<file path="config.mk">
export PLATFORM = sky130hd
export DESIGN_NAME = dma_source_scheduler
export DESIGN_NICKNAME = d
export VERILOG_FILES = /design/src/rtl/dma_source_scheduler.sv
export SDC_FILE = /design/constraint.sdc
export NUM_CORES = 1
export LEC_CHECK = 0
export ABC_AREA = 1
export BUFFER_PORTS_ARGS = -buffer_cell sky130_fd_sc_hd__buf_2
export CAP_MARGIN = 0
export CORE_AREA = 8 8 464 466
export CTS_BUF_LIST = sky130_fd_sc_hd__clkbuf_8
export CTS_CLUSTER_SIZE = 12
export DETAILED_ROUTE_END_ITERATION = 10
export DIE_AREA = 0 0 472 474
export SLEW_MARGIN = 5
export SYNTH_ARGS = -nofsm -noshare
export SYNTH_HDL_FRONTEND = slang
export SYNTH_SLANG_ARGS = --single-unit
</file>
<file path="constraint.sdc">
create_clock -name clk_i -period 8.8 [get_ports clk_i]
set_clock_uncertainty 0.15 [all_clocks]
set_input_delay 1.76 -clock clk_i [delete_from_list [all_inputs] [get_ports clk_i]]
set_output_delay 1.76 -clock clk_i [all_outputs]
set_load 0.03 [all_outputs]
</file>
<file path="src/rtl/dma_source_scheduler.sv">
// ============================================================================
// Module      : dma_source_scheduler
// Description : Shares one TileLink-UL master port among NumReq DMA requesters.
//               Requests are granted round-robin into a single registered A
//               stage. Each grant takes the lowest free source ID from a pool
//               of 2**SourceWidth IDs. D beats are routed back to the owning
//               requester by source ID, and the ID is returned to the pool on
//               the D handshake.
// Ports       : clk_i/rst_i             clock, asynchronous active-high reset
//               req_*_i / req_ready_o   per-requester request channel
//               rsp_*_o / rsp_ready_i   per-requester response (data shared)
//               a_*                     TileLink A channel (registered)
//               d_*                     TileLink D channel (routed comb.)
//               idle_o                  no source outstanding and A stage empty
// Revision    : 1.0 - initial release
// ============================================================================
`default_nettype none

module dma_source_scheduler #(
    parameter int NumReq      = 4,
    parameter int SourceWidth = 2,
    parameter int AddrWidth   = 56,
    parameter int DataWidth   = 128
) (
    input  logic                          clk_i,
    input  logic                          rst_i,
    input  logic [NumReq-1:0]             req_valid_i,
    output logic [NumReq-1:0]             req_ready_o,
    input  logic [NumReq-1:0]             req_write_i,
    input  logic [NumReq*AddrWidth-1:0]   req_addr_i,
    input  logic [NumReq*DataWidth-1:0]   req_wdata_i,
    output logic [NumReq-1:0]             rsp_valid_o,
    input  logic [NumReq-1:0]             rsp_ready_i,
    output logic [DataWidth-1:0]          rsp_rdata_o,
    output logic                          rsp_error_o,
    output logic                          a_valid_o,
    input  logic                          a_ready_i,
    output logic [2:0]                    a_opcode_o,
    output logic [SourceWidth-1:0]        a_source_o,
    output logic [AddrWidth-1:0]          a_address_o,
    output logic [DataWidth-1:0]          a_data_o,
    input  logic                          d_valid_i,
    output logic                          d_ready_o,
    input  logic [SourceWidth-1:0]        d_source_i,
    input  logic [DataWidth-1:0]          d_data_i,
    input  logic                          d_denied_i,
    output logic                          idle_o
);

    localparam int c_NSRC = 2 ** SourceWidth;
    localparam int c_OW   = (NumReq > 1) ? $clog2(NumReq) : 1;
    localparam int c_OFF  = $clog2(DataWidth / 8);

    localparam logic [2:0]           c_OP_PUT_FULL = 3'd0;
    localparam logic [2:0]           c_OP_GET      = 3'd4;
    localparam logic [c_OW-1:0]      c_LAST_REQ    = c_OW'(NumReq - 1);
    // Clears the byte-offset bits: every access is one full-width beat.
    localparam logic [AddrWidth-1:0] c_ADDR_MASK   =
        ~(AddrWidth'((64'd1 << c_OFF) - 64'd1));

    // Source pool and ownership
    logic [c_NSRC-1:0] r_free;
    logic [c_OW-1:0]   r_owner [c_NSRC];
    logic [c_OW-1:0]   r_rr;

    // Registered A stage
    logic                   r_a_valid;
    logic [2:0]             r_a_opcode;
    logic [SourceWidth-1:0] r_a_source;
    logic [AddrWidth-1:0]   r_a_address;
    logic [DataWidth-1:0]   r_a_data;

    logic                   w_found;
    logic [c_OW-1:0]        w_grantee;
    logic                   w_any_free;
    logic [SourceWidth-1:0] w_src;
    logic                   w_a_slot;
    logic                   w_grant;
    logic                   w_d_alloc;
    logic [c_OW-1:0]        w_d_owner;
    logic                   w_d_hs;

    // Round-robin search starting at r_rr.
    always_comb begin
        int v_idx;
        v_idx     = 0;
        w_found   = 1'b0;
        w_grantee = '0;
        for (int k = 0; k < NumReq; k++) begin
            v_idx = int'(r_rr) + k;
            if (v_idx >= NumReq) begin
                v_idx = v_idx - NumReq;
            end
            if (!w_found && req_valid_i[v_idx]) begin
                w_found   = 1'b1;
                w_grantee = c_OW'(v_idx);
            end
        end
    end

    // Lowest-index free source; descending scan so the lowest hit wins.
    always_comb begin
        w_any_free = |r_free;
        w_src      = '0;
        for (int s = c_NSRC - 1; s >= 0; s--) begin
            if (r_free[s]) begin
                w_src = SourceWidth'(s);
            end
        end
    end

    // The grant decision uses the registered free bitmap only, so a source
    // released by this cycle's D handshake is not reused until next cycle.
    assign w_a_slot    = !r_a_valid || a_ready_i;
    assign w_grant     = w_found && w_any_free && w_a_slot && !rst_i;
    assign req_ready_o = w_grant ? (NumReq'(1) << w_grantee) : '0;

    // D routing. Unallocated sources (stray or pre-reset beats) are
    // swallowed: always ready, never presented to any requester.
    assign w_d_alloc   = !r_free[d_source_i];
    assign w_d_owner   = r_owner[d_source_i];
    assign d_ready_o   = w_d_alloc ? rsp_ready_i[w_d_owner] : 1'b1;
    assign rsp_valid_o = (d_valid_i && w_d_alloc) ? (NumReq'(1) << w_d_owner) : '0;
    assign rsp_rdata_o = d_data_i;
    assign rsp_error_o = d_denied_i;
    assign w_d_hs      = d_valid_i && d_ready_o;

    always_ff @(posedge clk_i or posedge rst_i) begin
        if (rst_i) begin
            r_free      <= '1;
            r_rr        <= '0;
            r_a_valid   <= 1'b0;
            r_a_opcode  <= '0;
            r_a_source  <= '0;
            r_a_address <= '0;
            r_a_data    <= '0;
            for (int s = 0; s < c_NSRC; s++) begin
                r_owner[s] <= '0;
            end
        end else begin
            // Set before the grant clear: if a stray beat names the very
            // source being allocated, the allocation must win.
            if (w_d_hs) begin
                r_free[d_source_i] <= 1'b1;
            end
            if (w_grant) begin
                r_free[w_src]  <= 1'b0;
                r_owner[w_src] <= w_grantee;
                r_rr           <= (w_grantee == c_LAST_REQ) ? '0 : w_grantee + 1'b1;
                r_a_valid      <= 1'b1;
                r_a_opcode     <= req_write_i[w_grantee] ? c_OP_PUT_FULL : c_OP_GET;
                r_a_source     <= w_src;
                r_a_address    <= req_addr_i[w_grantee*AddrWidth +: AddrWidth] & c_ADDR_MASK;
                r_a_data       <= req_wdata_i[w_grantee*DataWidth +: DataWidth];
            end else if (a_ready_i) begin
                r_a_valid <= 1'b0;
            end
        end
    end

    assign a_valid_o   = r_a_valid;
    assign a_opcode_o  = r_a_opcode;
    assign a_source_o  = r_a_source;
    assign a_address_o = r_a_address;
    assign a_data_o    = r_a_data;
    assign idle_o      = (&r_free) && !r_a_valid;

endmodule

`default_nettype wire

</file>
==> Yosys cells after proc, flatten, opt, wreduce, memory -nomap -nowiden <==
Index checks and enable logic that the tools add are counted.
{ "word_totals": {"reg_bits": 200, "input_bits": 883, "output_inout_bits": 329, "elab_cells": 122} }
{ "op_classes": {"add_sub_neg": 8, "multipliers": 1, "n_lt_le_gt_ge": 17, "eq_ne": 1, "n_shift": 4, "n_mux": 53, "bitwise": 5, "n_reduce_logical": 22} }
{ "op_table": {"columns": ["operator", "count"], "rows": [
  ["512-bit by 10-bit indexed part select with 128-bit output", 1],
  ["224-bit by 9-bit indexed part select with 56-bit output", 1],
  ["32-bit by 4-bit less-than comparator with 1-bit output, second input constant", 4],
  ["32-bit two-way mux", 4],
  ["2-bit two-way mux", 12],
  ["1-bit two-way mux", 20],
  ["4-bit two-way mux", 4],
  ["3-bit greater-or-equal comparator, second input constant", 5],
  ["1-bit binary-select mux with 2-bit select", 7],
  ["1-bit logical AND", 12],
  ["2-bit by 3-bit less-than comparator with 1-bit output, second input constant", 4],
  ["3-bit by 3-bit subtractor with 4-bit output, second input constant", 3],
  ["8-bit bitwise mux", 1],
  ["1-bit by 2-bit << shifter with 4-bit output, first input constant", 2],
  ["2-bit by 2-bit adder with 3-bit output, second input constant", 2],
  ["1-bit zero test", 6],
  ["2-bit NOT with 3-bit output", 2],
  ["2-bit by 3-bit multiplier with 5-bit output, second input constant", 1],
  ["4-bit AND", 1],
  ["2-bit binary-select mux with 2-bit select", 1],
  ["1-bit demux with 2-bit select", 2],
  ["2-bit demux with 2-bit select", 1],
  ["2-bit by 1-bit greater-or-equal comparator with 1-bit output, second input constant", 2],
  ["4-bit NOT", 1],
  ["other kinds (12)", 12]
]} }

==> Depth between registers and ports, before layout <==
{ "logic_depth": {"depth_word": 19, "ltp_mapped": 17, "depth_no_buf": 15} }

==> Least setup slack after synthesis <==
Ideal clock, no wire load.
{ "synth_timing": {"path_kind": "input-to-output", "startpoint": "in rst_i", "endpoint": "out req_ready_o[0]", "arrival_time_ns": 7.415, "required_time_ns": 6.890, "slack_ns": -0.525, "path_stages": 7, "n_path_buf": 2, "cell_sequence": "inv_1 o21ai_0 a21oi_1 nand2_1 buf_2 buf_2 nor2_1"} }
{ "synth_via": {"elab_chain_len": 3} }
{ "synth_lines": {"columns": ["item", "line", "source"], "rows": [
  ["from (decl)", "26", "input logic rst_i,"],
  ["1-bit zero test (no line)", null, null],
  ["1-bit logical AND", "115", "assign w_grant = w_found && w_any_free && w_a_slot && !rst_i;"],
  ["4-bit two-way mux", "116", "assign req_ready_o = w_grant ? (NumReq'(1) << w_grantee) : '0;"],
  ["to (decl)", "28", "output logic [NumReq-1:0] req_ready_o,"]
]} }
Every way passes these cells.

==> Worst setup path after layout <==
{ "layout_timing": {"startpoint": "in req_valid_i[1]", "endpoint": "out req_ready_o[1]"} }
{ "layout_via": {"elab_cells_between_ends": 31, "cone_classes": "shift: 1; mux: 21; reduce/logical: 9"} }
{ "layout_lines": {"columns": ["item", "line", "source"], "rows": [
  ["from (decl)", "27", "input logic [NumReq-1:0] req_valid_i,"],
  ["1-bit binary-select mux with 2-bit select", "94", "if (!w_found && req_valid_i[v_idx]) begin"],
  ["1-bit two-way mux (not written as such) (2 in a row)", "94", null],
  ["1-bit two-way mux", "94", null],
  ["1-bit zero test", "94", null],
  ["1-bit logical AND", "94", null],
  ["1-bit two-way mux", "94", null],
  ["1-bit zero test", "94", null],
  ["1-bit logical AND", "94", null],
  ["1-bit two-way mux", "94", null],
  ["1-bit zero test", "94", null],
  ["1-bit logical AND", "94", null],
  ["2-bit two-way mux *", "94", null],
  ["net w_grantee[0]", "74", "logic [c_OW-1:0] w_grantee;"],
  ["1-bit by 2-bit << shifter with 4-bit output *", "116", null],
  ["4-bit two-way mux *", "116", null]
]} }
The timed path passes the listed nets; every way through them passes the cells marked *. The select of a mux whose other input is x is not followed.

==> metrics.cfg <==
[place]
hpwl_um = 135000
place.port_buffers = 931
place_inst = 6415
pre_cts_slack_ps = 2410
gp_congestion = 0.964
dpl-instance-area_mm2 = 0.0237

[logic_synthesis]
syn_inst = 3062
post-synth-top-count-cell = nand2_1
synth-edff-count = 0
synthArstFlopShare = 1.00
syn_area_mm2 = 0.0174
synth_cell_types = 26
avgSynthCellArea_um2 = 5.67
synth_warnings = 0
yosys_register_bits = 198
ys_seq_area_frac = 0.286
yosysTopAreaCellShare = 0.328
synth_commonest_cells = 1517 x nand2_1, 561 x nand3_1, 388 x inv_1
synth_ff_type = dfrtp_1
yosysTopAreaCell = nand2_1
yosys-top-cells-area = nand2_1 33%, dfrtp_1 28%, nand3_1 16%

[global_routing]
use_met1 = 0.134
grt_busiest_layer = met2
grt_max_degree = 161
met3_usage = 0.0927
groute.usage.overall = 0.134
grt_pass1_wl_um = 201000
use_met2 = 0.219
antenna_found_initial = 144
grt_overflow = 0
grt_pass1_vias = 21100

[sta]
setup_slack_ps = 2570
hold_viol = 0
finalMaxSlewViolations = 0
hold_slack_ps = 335
grt_setup_unrepaired = no
setup_viol = 0
fmax_mhz = 160
fin_crit_sh = 0.708
setup_tns_ps = 0
max-slew-margin-rel = 0.339
worst_pin_slew_ps = 991
period_needed_ps = 6230

[die]
design.die.area_mm2 = 0.224
die_y_um = 474
ios = 1212
core_area_mm2 = 0.208
die_w_um = 472
start_util = 0.0834
num_rows = 168

[layout]
drive_gt1_frac = 0.272
final_util = 0.117
syn2layout_area_growth_pct = 40.0
fin_nets = 4601
fin_area_mm2 = 0.0243
fin_cells = 6510

[clock_network]
post_cts_buffers = 0
htree_num_levels = 4
cts.path.max_buffers = 2
cts-root-buf = clkbuf_8
hold_buffers = 0
clock-sinks = 198
cts_made_buffers = 17
worstSkewPairLatency_ps = 640
cts_tree = done
cts_resized = 0
path_clk_slew_ps = 110

[drt]
vias = 22200
ant_nets = 0
first_pass_iters = 5
routedWlPerCell_um = 24.2
drt_wl_total_um = 158000
avgViaCountPerCell = 3.41
drcViolationCount = 0
drt_iter0_drc = 1705

[run_status]
status = complete, no violations

[power]
vdd_drop_max_mv = 0.345
fin_total_pwr_mw = 12.1
cellPowerDensity_mw_per_mm2 = 500
leakage_nw = 14.3

[setup_path]
critical_path_class = in -> out
crit_path_max_fanout = 49
critPathArrivalTime_ps = 4320
crit_path_end_kind = output port
required_ps = 6890
start_kind = input port

[run]
cap_violations = 0

[min_path]
hold_path.class = reg -> reg

sequential cells by signal, indices dropped and copies added, names as in the netlist:
register / count
a_valid_o: 1
a_source_o: 2
r_owner: 8
r_free: 4
r_rr: 2
a_address_o: 52
a_data_o: 128
a_opcode_o: 1
worst max-delay path: stages:
cell	delay, ps
buf_2	110
inv_1	70
nand2_1	70
nand3_1	140
nand2_2	90
nor2_4	160
nand3_4	570
nand3_4	640
inv_1	130
ha_1	220
inv_1	50
nor2_1	40
buf_2	210
report_power, final:
part           total (mW)  internal, mW  switching [mW]
Sequential           1.63          1.38           0.250
Clock               0.726         0.237           0.489
Combinational        9.78          2.45            7.33
Total                12.1          4.07            8.07
worst paths after layout:
check	start	end	slack, ps	depth (start not counted)
max in group asynchronous	rst_i	a_data_o[103]	5520	5
worst min-delay path	a_address_o[18]	a_address_o[18]	340	2
worst min register to register	a_address_o[18]	a_address_o[18]	340	2
worst max register to register	r_rr[0]	a_data_o[55]	4230	11
min in group asynchronous	rst_i	a_data_o[33]	1270	3
worst max-delay path	req_valid_i[1]	req_ready_o[1]	2570	13
layout make-up:
class,instances,area (um^2)
Clock inverter,15,165
Multi-Input combinational cell,2140,8900
Fill cell,24800,184000
Antenna cell,63,158
Tap cell,2720,3400
Sequential cell,198,4960
Inverter,392,1490
Clock buffer,17,234
Timing Repair Buffer,965,4980
placed cells by master (no fill, tap or decap), types with 5 or more instances in the layout:
cell and n:
nand3_1 561, buf_2 931, clkbuf_8 17, buf_12 5, inv_1 388, conb_1 6
nand2_1 1515, inv_8 5, diode_2 63, nor2_1 13, buf_4 29, o21ai_0 14
nor3_1 6, dfrtp_1 194
metal layers:
metal | share of wire | up-vias | wire length, um
met2 | 0.46 | 1453 | 72100
li1 | - | 10500 | -
met4 | 0.044 | 64 | 6910
met5 | 0.0026 | - | 416
met3 | 0.17 | 315 | 27300
met1 | 0.32 | 9914 | 50900
cell families after synthesis:
kind of cell	count (synthesis)	synth area share
fa+ha+maj	4	0.00288
other cells	1	0.000216
buf+inv	729	0.204
simple gates	2104	0.499
compound gates	26	0.00865
flops	198	0.286
No activity file was read; power rests on OpenSTA's default activity.
